### src/rtl/adder_pipe_if.sv
// adder_pipe streaming bus: operation request side and result side,
// each with its own valid/ready handshake.
interface adder_pipe_if #(
  parameter int WIDTH = 8
);
  logic             in_valid;
  logic             in_ready;
  logic [WIDTH-1:0] operand_a;
  logic [WIDTH-1:0] operand_b;
  logic             sub;
  logic             carry_in;
  logic             out_valid;
  logic             out_ready;
  logic [WIDTH-1:0] sum;
  logic             carry_out;
  logic             overflow;

  modport master (
    output in_valid, operand_a, operand_b,
    output sub, carry_in, out_ready,
    input  in_ready, out_valid, sum,
    input  carry_out, overflow
  );

  modport slave (
    input  in_valid, operand_a, operand_b,
    input  sub, carry_in, out_ready,
    output in_ready, out_valid, sum,
    output carry_out, overflow
  );
endinterface

### src/rtl/adder_pipe.sv
// Pipelined add/subtract: the carry chain is cut into STAGES chunks,
// one chunk resolved per register stage, whole pipe stalls together.
module adder_pipe #(
  parameter int WIDTH  = 8,
  parameter int STAGES = 2
) (
  input logic        clk,
  input logic        rst,
  adder_pipe_if.slave bus
);

  localparam int C = WIDTH / STAGES;

  typedef struct packed {
    logic             v;
    logic             c;
    logic [WIDTH-1:0] a;
    logic [WIDTH-1:0] b;
    logic [WIDTH-1:0] s;
  } stage_t;

  stage_t st_q [STAGES];
  stage_t st_n [STAGES];
  stage_t src;
  stage_t lst;
  logic   ov_q;
  logic   ov_n;
  logic   advance;

  function automatic stage_t chunk_add(
    input stage_t x,
    input int     k
  );
    stage_t     r;
    logic [C:0] p;
    p = {1'b0, x.a[k*C +: C]}
      + {1'b0, x.b[k*C +: C]}
      + {{C{1'b0}}, x.c};
    r = x;
    r.s[k*C +: C] = p[C-1:0];
    r.c = p[C];
    return r;
  endfunction

  always_comb begin
    src       = '0;
    src.v     = bus.in_valid;
    src.a     = bus.operand_a;
    src.b     = bus.operand_b ^ {WIDTH{bus.sub}};
    src.c     = bus.sub | bus.carry_in;
    st_n[0]   = chunk_add(src, 0);
    for (int k = 1; k < STAGES; k++) begin
      st_n[k] = chunk_add(st_q[k-1], k);
    end
    // overflow only needs the operand MSBs that rode along with the data
    lst  = st_n[STAGES-1];
    ov_n = (lst.a[WIDTH-1] == lst.b[WIDTH-1])
        && (lst.s[WIDTH-1] != lst.a[WIDTH-1]);
  end

  assign advance       = !st_q[STAGES-1].v || bus.out_ready;
  assign bus.in_ready  = advance;
  assign bus.out_valid = st_q[STAGES-1].v;
  assign bus.sum       = st_q[STAGES-1].s;
  assign bus.carry_out = st_q[STAGES-1].c;
  assign bus.overflow  = ov_q;

  always_ff @(posedge clk) begin
    if (rst) begin
      for (int k = 0; k < STAGES; k++) begin
        st_q[k] <= '0;
      end
      ov_q <= 1'b0;
    end else if (advance) begin
      for (int k = 0; k < STAGES; k++) begin
        st_q[k] <= st_n[k];
      end
      ov_q <= ov_n;
    end
  end

endmodule

### src/flat_wrapper.sv
// flat-port wrapper written by rule: the top's interface ports become plain ports
module adder_pipe_flat 
#(
  parameter int WIDTH  = 8,
  parameter int STAGES = 2
)
  (clk, rst, bus_in_valid, bus_operand_a, bus_operand_b, bus_sub, bus_carry_in, bus_out_ready, bus_in_ready, bus_out_valid, bus_sum, bus_carry_out, bus_overflow);
  adder_pipe_if #(.WIDTH(WIDTH)) bus_i ();
  input logic clk;
  input logic rst;
  input wire logic [$bits(bus_i.in_valid)-1:0] bus_in_valid;
  input wire logic [$bits(bus_i.operand_a)-1:0] bus_operand_a;
  input wire logic [$bits(bus_i.operand_b)-1:0] bus_operand_b;
  input wire logic [$bits(bus_i.sub)-1:0] bus_sub;
  input wire logic [$bits(bus_i.carry_in)-1:0] bus_carry_in;
  input wire logic [$bits(bus_i.out_ready)-1:0] bus_out_ready;
  output wire logic [$bits(bus_i.in_ready)-1:0] bus_in_ready;
  output wire logic [$bits(bus_i.out_valid)-1:0] bus_out_valid;
  output wire logic [$bits(bus_i.sum)-1:0] bus_sum;
  output wire logic [$bits(bus_i.carry_out)-1:0] bus_carry_out;
  output wire logic [$bits(bus_i.overflow)-1:0] bus_overflow;
  assign bus_i.in_valid = bus_in_valid;
  assign bus_i.operand_a = bus_operand_a;
  assign bus_i.operand_b = bus_operand_b;
  assign bus_i.sub = bus_sub;
  assign bus_i.carry_in = bus_carry_in;
  assign bus_i.out_ready = bus_out_ready;
  assign bus_in_ready = bus_i.in_ready;
  assign bus_out_valid = bus_i.out_valid;
  assign bus_sum = bus_i.sum;
  assign bus_carry_out = bus_i.carry_out;
  assign bus_overflow = bus_i.overflow;
  adder_pipe #(.WIDTH(WIDTH), .STAGES(STAGES)) u_core (.clk(clk), .rst(rst), .bus(bus_i));
endmodule
### config.mk
export PLATFORM = sky130hd
export DESIGN_NAME = adder_pipe_flat
export DESIGN_NICKNAME = d
export VERILOG_FILES = /design/src/rtl/adder_pipe_if.sv /design/src/rtl/adder_pipe.sv /design/src/flat_wrapper.sv
export SDC_FILE = /design/constraint.sdc
export NUM_CORES = 1
export LEC_CHECK = 0
export CAP_MARGIN = 20
export CORE_MARGIN = 5
export CORE_UTILIZATION = 52
export DETAILED_ROUTE_END_ITERATION = 16
export HOLD_SLACK_MARGIN = 0.02
export PLACE_DENSITY_LB_ADDON = 0.15
export REMOVE_ABC_BUFFERS = 1
export SLEW_MARGIN = 10
export SYNTH_ARGS = -nofsm -noshare
export SYNTH_HDL_FRONTEND = slang
export SYNTH_SLANG_ARGS = --single-unit
### constraint.sdc
create_clock -name clk -period 6 [get_ports clk]
set_clock_uncertainty 0.2 [all_clocks]
set_input_delay 0.9 -clock clk [delete_from_list [all_inputs] [get_ports clk]]
set_output_delay 0.9 -clock clk [all_outputs]
set_load 0.01 [all_outputs]
==> After elaboration in Yosys (flattened, before gate mapping) <==
Memory sizes are Yosys's and may differ from the RTL's.
Index checks and enable logic that the tools add are counted.
{ "totals": {"reg_bits": 1, "ramBits": 52, "out_inout_bits": 12, "wordCells": 22, "memories": 1} }
{ "memory_table": {"columns": ["name", "depth", "word_bits", "rd", "rd_clocked_by_memory_dff", "write_ports", "line", "rtl"], "rows": [
  ["u_core.st_q", 2, 26, 2, 0, 2, "adder_pipe.sv:22", "stage_t st_q [STAGES];"]
]} }
{ "classes": {"n_addsub": 4, "n_eq_ne": 2, "muxes": 7, "bitwise": 4, "n_reduce_logical": 3} }
{ "ops": {"columns": ["operator", "n"], "rows": [
  ["two-way mux 26 bit", 2],
  ["adder 4 x 4 -> 5 bit", 2],
  ["adder 5 x 1 -> 5 bit", 2],
  ["XOR 8 bit", 1],
  ["two-way mux 1 bit", 5],
  ["bitwise OR 1 bit", 3],
  ["== test 1 bit", 1],
  ["logical AND 1 bit", 1],
  ["logical NOT 1 bit", 1],
  ["logical OR 1 bit", 1],
  ["inequality test 1 bit", 1]
]} }

==> Logic depth before layout (Yosys ltp) <==
An unclocked memory read counts as a cell.
{ "logic_depth": {"ltp_word": 7, "ltp_mapped": 7, "ltp_nobuf": 6} }

==> Worst setup path after synthesis <==
OpenSTA, ideal clock, no wires.
{ "synth_timing": {"path_type": "input port to flip-flop", "startpoint": "input bus_sub", "endpoint": "memory u_core.st_q[0][24] in the netlist's numbering (data pin)", "setup_time_ns": 0.258, "t_arrival_ns": 2.504, "t_required_ns": 5.542, "slack_ns": 3.039, "cell_stages": 7, "path_cell_list": "buf_2 -> or2_2 -> fa_1 -> fa_1 -> a21o_1 -> a21oi_1 -> nor2_1"} }
{ "synth_rtl": {"columns": ["element", "line", "rtl"], "rows": [
  ["start: declaration", "flat_wrapper.sv:14", "input wire logic [$bits(bus_i.sub)-1:0] bus_sub;"],
  ["end: declaration", "adder_pipe.sv:22", null]
]} }

==> Final worst setup path <==
{ "layout_timing": {"startpoint": "input bus_out_ready", "endpoint": "output bus_in_ready"} }
{ "layout_between": {"elab_chain_len": 1} }
{ "layout_rtl": {"columns": ["element", "line", "rtl"], "rows": [
  ["start: declaration", "flat_wrapper.sv:16", "input wire logic [$bits(bus_i.out_ready)-1:0] bus_out_ready;"],
  ["logical OR 1 bit", "adder_pipe.sv:61", "assign advance = !st_q[STAGES-1].v || bus.out_ready;"],
  ["end: declaration", "flat_wrapper.sv:17", "output wire logic [$bits(bus_i.in_ready)-1:0] bus_in_ready;"]
]} }
Every way passes these cells.

==> run_results.csv <==
group,metric,value,unit
sta,tns,0,ns
worst_setup_path,worst_path_max_delay_cell,"clkdlybuf4s50_1",
sta,rsz0062_at_grt,"false",
worst_setup_path,cp.required,4.90,ns
pwr,comb_power_share,0.237,
pwr,power_switching_share,0.240,
pwr,p_per_area,229,nW/um^2
cts,numClockSinks,25,
cells_and_area,synthToLayoutAreaGrowth,23.3,%
die,initial_utilization,0.545,
cts,clk_pin_slew_worst_paths,0.13,ns
routing,ant_nets,0,
sta,hold_viol,0,
placed_design,globalplace.congestion,0.747,
cts,cts-htree-levels,1,
die,ios,34,
cells_and_area,drive_gt1_frac,0.0672,
pwr,p_leak,0.705,nW
cells_and_area,insertedDiodeCount,0,
logic_synthesis,netlist_instances,108,
global_route,grt_pass1_wl,3760,um
sta,timing.hold.ws,0.321,ns
sta,relSlewSlack,0.378,
sta,tightestPinTransition,0.931,ns
routing,wl,2200,um
logic_synthesis,syn_avg_cell_area,12.6,um^2
pwr,pwr-share-seq,0.574,
worst_setup_path,worstPathCellList,"clkdlybuf4s50_1, nor2b_4, inv_1, clkdlybuf4s50_1",
cts,ctsResizeCount,0,
global_route,grt_remaining_overflow,0,
pwr,ir_drop,0.000121,V
logic_synthesis,ys_types,30,
routing,drtPass1Iterations,4,
worst_hold_path,hold_path.class,"flip-flop to flip-flop",
routing,drt_iter0_drc,14,
routing,wl_per_cell,13.4,um
routing,drcViolationCount,0,
sta,fmax,283,MHz
cts,cts_buffers,3,
sta,fin_crit,3.53,ns
cells_and_area,utilization,0.672,
worst_setup_path,cp.arrival,2.43,ns
logic_synthesis,ys_ff_latch,25,
routing,num_vias,861,
job,timing.max_cap.violations,0,
die,core,2500,um^2
cts,postCtsSetupRepairBufs,0,
die,die_area,3740,um^2
sta,slew_violations,0,
pwr,clockPowerShare,0.190,
worst_setup_path,critPathCaptureType,"output port",
placed_design,dp_worst_setup_slack,2.39,ns
placed_design,detailed_place_hpwl,1650,um
sta,fin_ws,2.47,ns
status,run_status,"completed",
placed_design,port_buffers,33,
global_route,track_usage,0.138,
worst_setup_path,cp-start-kind,"input pin",
die,die_w,61.2,um
cts,cts_root_buf,"clkbuf_4",
routing,viasPerCell,5.25,
logic_synthesis,ys_warn_count,0,
cts,ctsHoldBuffers,0,
worst_setup_path,path_common_cell,"clkdlybuf4s50_1",
global_route,grt_pass1_vias,848,
worst_setup_path,path_class,"input pin to output port",
cts,clock_path_buffers,2,
die,die_h,61.2,um
sta,period_share,0.589,
cells_and_area,final_net_count,167,
die,num_rows,18,
global_route,grt_max_degree,25,
worst_setup_path,cpPeakStageDelay,0.63,ns
sta,final-setup-viol-count,0,
logic_synthesis,synth.yosys.seq_area_share,0.544,
pwr,switchingPower,0.0000920,W
pwr,intPower,0.000292,W
logic_synthesis,synth_area,1360,um^2
worst_setup_path,path_max_fanout,17,
cts,cts_tree,"built",
global_route,antenna_found_initial,0,
cts,insertion_delay,0.31,ns
-- metal layers --
metal,wire (um),vias to the layer above,global-route usage
met3,188,4,0.0314
met5,0,-,0
met2,1030,34,0.222
met1,938,396,0.174
met4,39,0,0.0743
li1,-,427,-
-- critical path: cells and delay by family --
kind	cells	cell delay [ns]
simple gates	1	0.06
buf+inv	3	1.46
-- flip-flops by register name (all words and copies together) (netlist names) --
| name | flops |
|---|---|
| u_core.st_q | 24 |
| u_core.bus.overflow | 1 |
-- worst paths after layout --
| check | startpoint | slack [ns] | to | cells after the start |
|---|---|---|---|---|
| worst min-delay path | u_core.bus.overflow | 0.32 | u_core.bus.overflow | 2 |
| worst max-delay path | bus_out_ready | 2.47 | bus_in_ready | 4 |
| worst max register to register | u_core.st_q[0][12] | 4.13 | u_core.st_q[0][50] | 6 |
| worst min register to register | u_core.bus.overflow | 0.32 | u_core.bus.overflow | 2 |
-- cells by family (layout without fill, tap and decap cells) --
| logic type | Yosys count | after routing | synth area share |
|---|---|---|---|
| adder cells (fa/ha/maj) | 10 | 10 | 0.114 |
| multiplexers | 1 | 1 | 0.00735 |
| buffers and inverters | 17 | 43 | 0.0726 |
| AND/OR/NAND/NOR | 35 | 35 | 0.147 |
| XOR/XNOR | 9 | 9 | 0.0579 |
| AO/OA/AOI/OAI | 11 | 11 | 0.0570 |
| flip-flops | 25 | 25 | 0.544 |
-- synthesized netlist by cell type, drive strengths merged --
master | instances | area share
nand4b | 1 | 0.0064
nor2b | 3 | 0.019
nor2 | 7 | 0.019
mux2i | 1 | 0.0074
nand3 | 4 | 0.015
a21oi | 5 | 0.018
fa | 4 | 0.059
xor2 | 4 | 0.026
or2 | 2 | 0.0092
xnor2 | 5 | 0.032
dfxtp | 1 | 0.015
clkbuf | 1 | 0.0028
o21ai | 1 | 0.0037
o211ai | 1 | 0.0092
nor3 | 1 | 0.0037
a2111o | 1 | 0.0083
edfxtp | 24 | 0.53
inv | 6 | 0.017
a21o | 3 | 0.017
buf | 10 | 0.053
ha | 6 | 0.055
and3 | 13 | 0.060
nand2 | 3 | 0.010
or3 | 1 | 0.0046
-- metrics by stage --
step / area [um^2] / instances / total power, W
4_1_cts: 1680 / 164 / 0.000385
5_1_grt: 1680 / 164 / 0.000407
3_3_place_gp: 1650 / 160 / 0.000313
6_report: 1680 / 164 / 0.000384
3_5_place_dp: 1650 / 160 / 0.000315
2_1_floorplan: 1280 / 97 / 0.000271
-- cell usage in the layout (no fill, tap or decap), drive strengths merged --
cell type / netlist / layout
nor3: 1 / 1
nor2b: 3 / 3
edfxtp: 24 / 24
mux2i: 1 / 1
and3: 13 / 13
fa: 4 / 4
a2111o: 1 / 1
nand4b: 1 / 1
or3: 1 / 1
nor2: 7 / 7
nand3: 4 / 4
clkdlybuf4s50: 0 / 33
a21oi: 5 / 5
clkbuf: 1 / 4
nand2: 3 / 3
xor2: 4 / 4
o211ai: 1 / 1
or2: 2 / 2
o21ai: 1 / 1
xnor2: 5 / 5
a21o: 3 / 3
dfxtp: 1 / 1
ha: 6 / 6
inv: 6 / 6
-- power by group through the flow --
stage                     Combinational, W  Sequential, W  Clock (W)
after floorplan                  0.0000429       0.000228          0
after global placement           0.0000889       0.000224          0
after detailed placement         0.0000908       0.000225          0
after CTS                        0.0000917       0.000221  0.0000732
after global routing              0.000101       0.000223  0.0000826
final                            0.0000910       0.000220  0.0000728
-- area by class of cell --
cell class              count  area (um^2)
inverters                   6         22.5
clock buffers               4         26.3
fillers                   202          821
repair buffers             33          330
multi-input cells          66          522
well taps                  30         37.5
flip-flops and latches     25          741
No activity file was read; power rests on OpenSTA's default activity.
